$ cat config.mk
export PLATFORM = sky130hd
export DESIGN_NAME = fetch_unit
export DESIGN_NICKNAME = d
export VERILOG_FILES = /design/src/rtl/fetch_unit.sv
export SDC_FILE = /design/constraint.sdc
export NUM_CORES = 1
export LEC_CHECK = 0
export CAP_MARGIN = 20
export CORE_AREA = 5 5 170 172
export DETAILED_ROUTE_END_ITERATION = 8
export DIE_AREA = 0 0 175 177
export PLACE_DENSITY_LB_ADDON = 0.15
export SETUP_SLACK_MARGIN = 0.15
export SKIP_CTS_REPAIR_TIMING = 1
export SYNTH_ARGS = -nofsm -noshare
export SYNTH_HDL_FRONTEND = slang
export SYNTH_SLANG_ARGS = --single-unit
$ cat constraint.sdc
create_clock -name clock -period 6.3 [get_ports clock]
set_input_delay 1.26 -clock clock [delete_from_list [all_inputs] [get_ports clock]]
set_output_delay 1.26 -clock clock [all_outputs]
set_load 0.05 [all_outputs]
$ cat src/rtl/fetch_unit.sv
// Instruction fetch stage: owns the fetch PC and issues in-order requests to instruction memory.
// Returned words are buffered in a small queue that feeds the decoder.
module fetch_unit #(
    parameter logic [31:0] RESET_PC = 32'h0000_0000,
    parameter int          QDEPTH   = 4,
    parameter int          CNT_W    = 3
) (
    input  logic        clock,
    input  logic        reset,
    input  logic        redirect,
    input  logic [31:0] redirect_pc,
    input  logic        halt,
    output logic        imem_req,
    output logic [31:0] imem_addr,
    input  logic        imem_ack,
    input  logic [31:0] imem_rdata,
    output logic        dec_valid,
    output logic [31:0] dec_instr,
    output logic [31:0] dec_pc,
    input  logic        dec_ready,
    output logic        fetch_misalign
);

    localparam int               PTR_W      = (QDEPTH > 1) ? $clog2(QDEPTH) : 1;
    localparam logic [PTR_W-1:0] LAST_IDX   = PTR_W'(QDEPTH - 1);
    localparam logic [CNT_W:0]   CREDIT_MAX = (CNT_W + 1)'(QDEPTH);

    typedef enum logic {
        RUN,
        DRAIN
    } state_t;

    state_t           state;
    logic [31:0]      fetch_pc;
    logic [CNT_W-1:0] outstanding;
    logic [CNT_W-1:0] discard;
    logic [CNT_W-1:0] count;
    logic [PTR_W-1:0] q_head;
    logic [PTR_W-1:0] q_tail;
    logic [PTR_W-1:0] tag_head;
    logic [PTR_W-1:0] tag_tail;

    logic [31:0] q_instr  [QDEPTH];
    logic [31:0] q_pc     [QDEPTH];
    logic [31:0] tag_fifo [QDEPTH];

    logic             ack_seen;
    logic             issue;
    logic             push;
    logic             pop;
    logic [CNT_W:0]   credit_used;
    logic [CNT_W-1:0] out_after_ack;

    function automatic logic [PTR_W-1:0] next_ptr(input logic [PTR_W-1:0] p);
        return (p == LAST_IDX) ? '0 : p + PTR_W'(1);
    endfunction

    // Credit covers both in-flight requests and queued words, so every ack has a free slot.
    assign ack_seen      = imem_ack && (outstanding != '0);
    assign credit_used   = {1'b0, outstanding} + {1'b0, count};
    assign issue         = !reset && (state == RUN) && !redirect && !halt && (credit_used < CREDIT_MAX);
    assign out_after_ack = outstanding - CNT_W'(ack_seen);

    assign imem_req  = issue;
    assign imem_addr = fetch_pc;

    assign dec_valid = (count != '0) && !halt;
    assign dec_instr = q_instr[q_head];
    assign dec_pc    = q_pc[q_head];

    assign pop  = dec_valid && dec_ready && !redirect;
    assign push = ack_seen && (state == RUN) && !redirect;

    // A redirect flushes everything; acks still owed by memory become discards drained in DRAIN.
    always_ff @(posedge clock) begin
        if (reset) begin
            state          <= RUN;
            fetch_pc       <= RESET_PC;
            outstanding    <= '0;
            discard        <= '0;
            count          <= '0;
            q_head         <= '0;
            q_tail         <= '0;
            tag_head       <= '0;
            tag_tail       <= '0;
            fetch_misalign <= 1'b0;
        end else if (redirect) begin
            fetch_pc       <= {redirect_pc[31:2], 2'b00};
            fetch_misalign <= |redirect_pc[1:0];
            count          <= '0;
            q_head         <= '0;
            q_tail         <= '0;
            tag_head       <= '0;
            tag_tail       <= '0;
            outstanding    <= out_after_ack;
            discard        <= out_after_ack;
            state          <= (out_after_ack != '0) ? DRAIN : RUN;
        end else begin
            fetch_misalign <= 1'b0;
            if (issue) begin
                fetch_pc <= fetch_pc + 32'd4;
                tag_tail <= next_ptr(tag_tail);
            end
            outstanding <= outstanding + CNT_W'(issue) - CNT_W'(ack_seen);
            if (push) begin
                q_tail   <= next_ptr(q_tail);
                tag_head <= next_ptr(tag_head);
            end
            if (pop) begin
                q_head <= next_ptr(q_head);
            end
            count <= count + CNT_W'(push) - CNT_W'(pop);
            if ((state == DRAIN) && ack_seen) begin
                discard <= discard - CNT_W'(1);
                if (discard == CNT_W'(1)) begin
                    state <= RUN;
                end
            end
        end
    end

    // Storage needs no reset: pointers and count decide which entries are meaningful.
    always_ff @(posedge clock) begin
        if (issue) begin
            tag_fifo[tag_tail] <= fetch_pc;
        end
        if (push) begin
            q_instr[q_tail] <= imem_rdata;
            q_pc[q_tail]    <= tag_fifo[tag_head];
        end
    end

endmodule

==> summary.txt <==
Status
  – Status: complete, no violations

Logic synthesis
  – Post-Syn Area: 16200 µm²
  – Post-synth EDFFs: 368
  – Post-synthesis xor/xnor area fraction: 0.00648
  – Post-synthesis adder-cell area fraction: 0.0187
  – Synth warn: 0
  – Complex-gate fraction of the synthesized area: 0.0307
  – Syn Area/Cell: 19.0 µm²
  – Cells after synthesis: 851
  – Fraction of registers with async set/reset: 0
  – Post-synth top flop: edfxtp_1
  – Post-synthesis mux area share: 0.132
  – Simple-Gate Fraction of Synth Area: 0.0475
  – Largest family of logic cells by synthesized area: multiplexers
  – Synth unique cells: between 50 and 60
  – Number of synthesized register bits: about 420
  – Seq/Total Area, Yosys: 0.747

Global routing
  – First-pass GRT wire length: 49700 µm
  – Initial antenna violation count: 0
  – Grt total ovfl: 0
  – Met2 usage: 0.343
  – Most Crowded Layer GR: met2
  – GR Util met1: 0.288
  – Met3 Use GR: 0.0378
  – Largest net degree at the start of global routing: 50
  – Vias in the first global route: between 8000 and 9000
  – Total track usage: 0.207

Timing
  – Max Freq: ~210 MHz
  – Tmin final: 4.78 ns
  – Final Hold Vio Count: 0
  – Post-route clock period utilization: 0.759
  – Final worst slack: 1.52 ns
  – Slew margin rel.: 0.323
  – Final setup viols: 0
  – Fin Setup TNS: 0 ns
  – Least-Margin Pin Slew: roughly 1 ns
  – Pins over their slew limit: 0
  – Clock Skew: 0.0126 ns
  – RSZ-0062 raised after global routing: no
  – Hold Slack: ~0.47 ns

Final layout
  – Diode count: 0
  – Final Net Count: 1135
  – Post-layout util: 0.723
  – Commonest non-fill, non-tap cells in the layout: 368 x edfxtp_1, 163 x clkdlybuf4s50_1, 92 x mux4_2, 49 x dfxtp_1, 45 x clkbuf_16
  – Fill cells: 1668
  – Layout area overhead: 21.8%
  – Commonest non-fill, non-tap cell in the layout: edfxtp_1
  – Layout cell share with drive strength beyond 1: 0.187

Power and ir drop
  – Comb power frac: 0.103
  – Pwr Density: about 330 nW/µm²
  – Switching power: approximately 1.5 mW
  – Int Pwr: ~4.9 mW
  – Switching Fraction: 0.231
  – Tot Pwr: 6.43 mW
  – Maximum vdd drop: 0.198 mV
  – Share of power burned in the clock network: 0.397
  – Power share of the sequential group: 0.500
  – P_leak: between 6 and 7 nW

Die
  – Core ar.: roughly 27000 µm²
  – Rows: just over 60
  – Die Wd: 175 µm
  – IO Count: between 150 and 200
  – Starting density of the core: 0.593
  – Total die area: 31000 µm²
  – Die height: ~180 µm

Route
  – Routed vias/inst: 5.88
  – Routed vias: between 8000 and 9000
  – Initial drt markers: roughly 610
  – Final ANT Viol Nets: 0
  – DRC: 0
  – Detailed Routing Iterations Pass 1: 5
  – Routed wire length per instance: approximately 22 µm
  – Detailed Route WL: between 30000 and 40000 µm

Placed design
  – Pre-CTS setup slack: around 1.3 ns
  – Buffers on Ports: 164
  – Routability cong.: a little over 0.8
  – DP Wirelength: between 15000 and 20000 µm

Clocking
  – Clock root buffer: clkbuf_16
  – Clk sinks: 421
  – Clk Latency, worst-skew pair: between 0.5 and 0.6 ns
  – CTS tree: yes
  – Num CTS Buffers: 43
  – H-tree Lvls: 2
  – Clock transition at the registers of the reported paths: roughly 0.05 ns
  – CTS Buffer Depth: 3

Setup path
  – Worst Setup Start Kind: primary input
  – Critical path class: primary input to output port
  – Req. time, crit path: between 5 and 6 ns
  – Crit end category: output port
  – CP max FO: 27
  – CP arrival: about 3.5 ns

Flow run
  – Max_cap viols: 0

Hold path
  – Hold Path Class: register to register
[per-layer routing]
metal,vias to the layer above,wire (µm),part of all wire
met5,-,0,0
li1,3812,-,-
met2,285,15500,0.50
met1,4216,13100,0.42
met4,0,622,0.020
met3,48,1850,0.059
[cell type report]
cell class / instances / area, µm² / area share
Sequential cell: 421 / 12100 / 0.614
Clock buffer: 52 / 1180 / 0.0599
Clock inverter: 27 / 279 / 0.0141
Multi-Input combinational cell: 368 / 3840 / 0.195
Tap cell: 346 / 433 / 0.0219
Inverter: 25 / 93.8 / 0.00475
Timing Repair Buffer: 183 / 1790 / 0.0909
[logic make-up after synthesis]
| kind of cell | count (synthesis) |
|---|---|
| flip-flops | 421 |
| adder cells (fa/ha/maj) | 23 |
| XOR/XNOR | 12 |
| AND/OR/NAND/NOR | 149 |
| multiplexers | 99 |
| other | 1 |
| buffers and inverters | 65 |
| AO/OA/AOI/OAI | 81 |
[path summary, 6_finish.rpt]
path | startpoint | to | slack [ns] | depth (start not counted)
setup reg to reg | outstanding[1] | tag_fifo[1][29] | 2.79 | 7
hold reg to reg | tag_head[1] | register | 0.47 | 2
setup / recovery | reset | imem_req | 1.52 | 6
hold / removal | tag_head[1] | register | 0.47 | 2
[worst max-delay path, cell delays in order]
cell	delay (ns)
clkdlybuf4s50_1	0.39
buf_4	0.22
or4_1	0.47
or3_1	0.75
inv_1	0.25
buf_12	0.16
[stage by stage]
stage,instances,cell area [µm²]
floorplan,854,16200
global placement,1343,18300
detailed placement,1343,18300
CTS,1422,19700
finish,1422,19700
global route,1422,19700
[cell usage after synthesis, types with 4 or more instances]
| master | instances | area [µm²] |
|---|---|---|
| buf_2 | 4 | 20.0 |
| o21a_1 | 5 | 37.5 |
| buf_1 | 11 | 41.3 |
| xnor2_1 | 9 | 78.8 |
| nand2_1 | 35 | 131 |
| and2_1 | 9 | 56.3 |
| buf_4 | 4 | 30.0 |
| o211ai_1 | 5 | 37.5 |
| or3_1 | 7 | 43.8 |
| edfxtp_1 | 368 | 11100 |
| mux4_2 | 92 | 2070 |
| ha_1 | 21 | 263 |
| nand3b_1 | 4 | 30.0 |
| nand3_1 | 14 | 70.1 |
| inv_1 | 25 | 93.8 |
| nor3_1 | 8 | 40.0 |
| clkbuf_1 | 20 | 75.1 |
| nor2_1 | 31 | 116 |
| dfxtp_1 | 53 | 1060 |
| nand4_1 | 16 | 100 |
| o21ai_0 | 17 | 85.1 |
| and3_1 | 9 | 56.3 |
| a31oi_1 | 7 | 43.8 |
| mux2i_1 | 4 | 40.0 |
| a21oi_1 | 30 | 150 |
[flip-flops by register name (all words and copies together) (netlist names), named ones only]
register	count
fetch_misalign	1
q_instr	128
state	1
q_pc	120
q_head	2
tag_tail	2
discard	3
tag_head	2
count	3
imem_addr	30
outstanding	3
tag_fifo	120
q_tail	2
[power groups by stage]
stage          Sequential, mW  Combinational [mW]  Clock (mW)
3_5_place_dp             3.27               0.670           0
5_1_grt                  3.22               0.715        2.75
4_1_cts                  3.22               0.673        2.61
3_3_place_gp             3.27               0.661           0
2_1_floorplan            3.29               0.395           0
6_report                 3.21               0.664        2.56
Power figures use the tool's default switching activity.
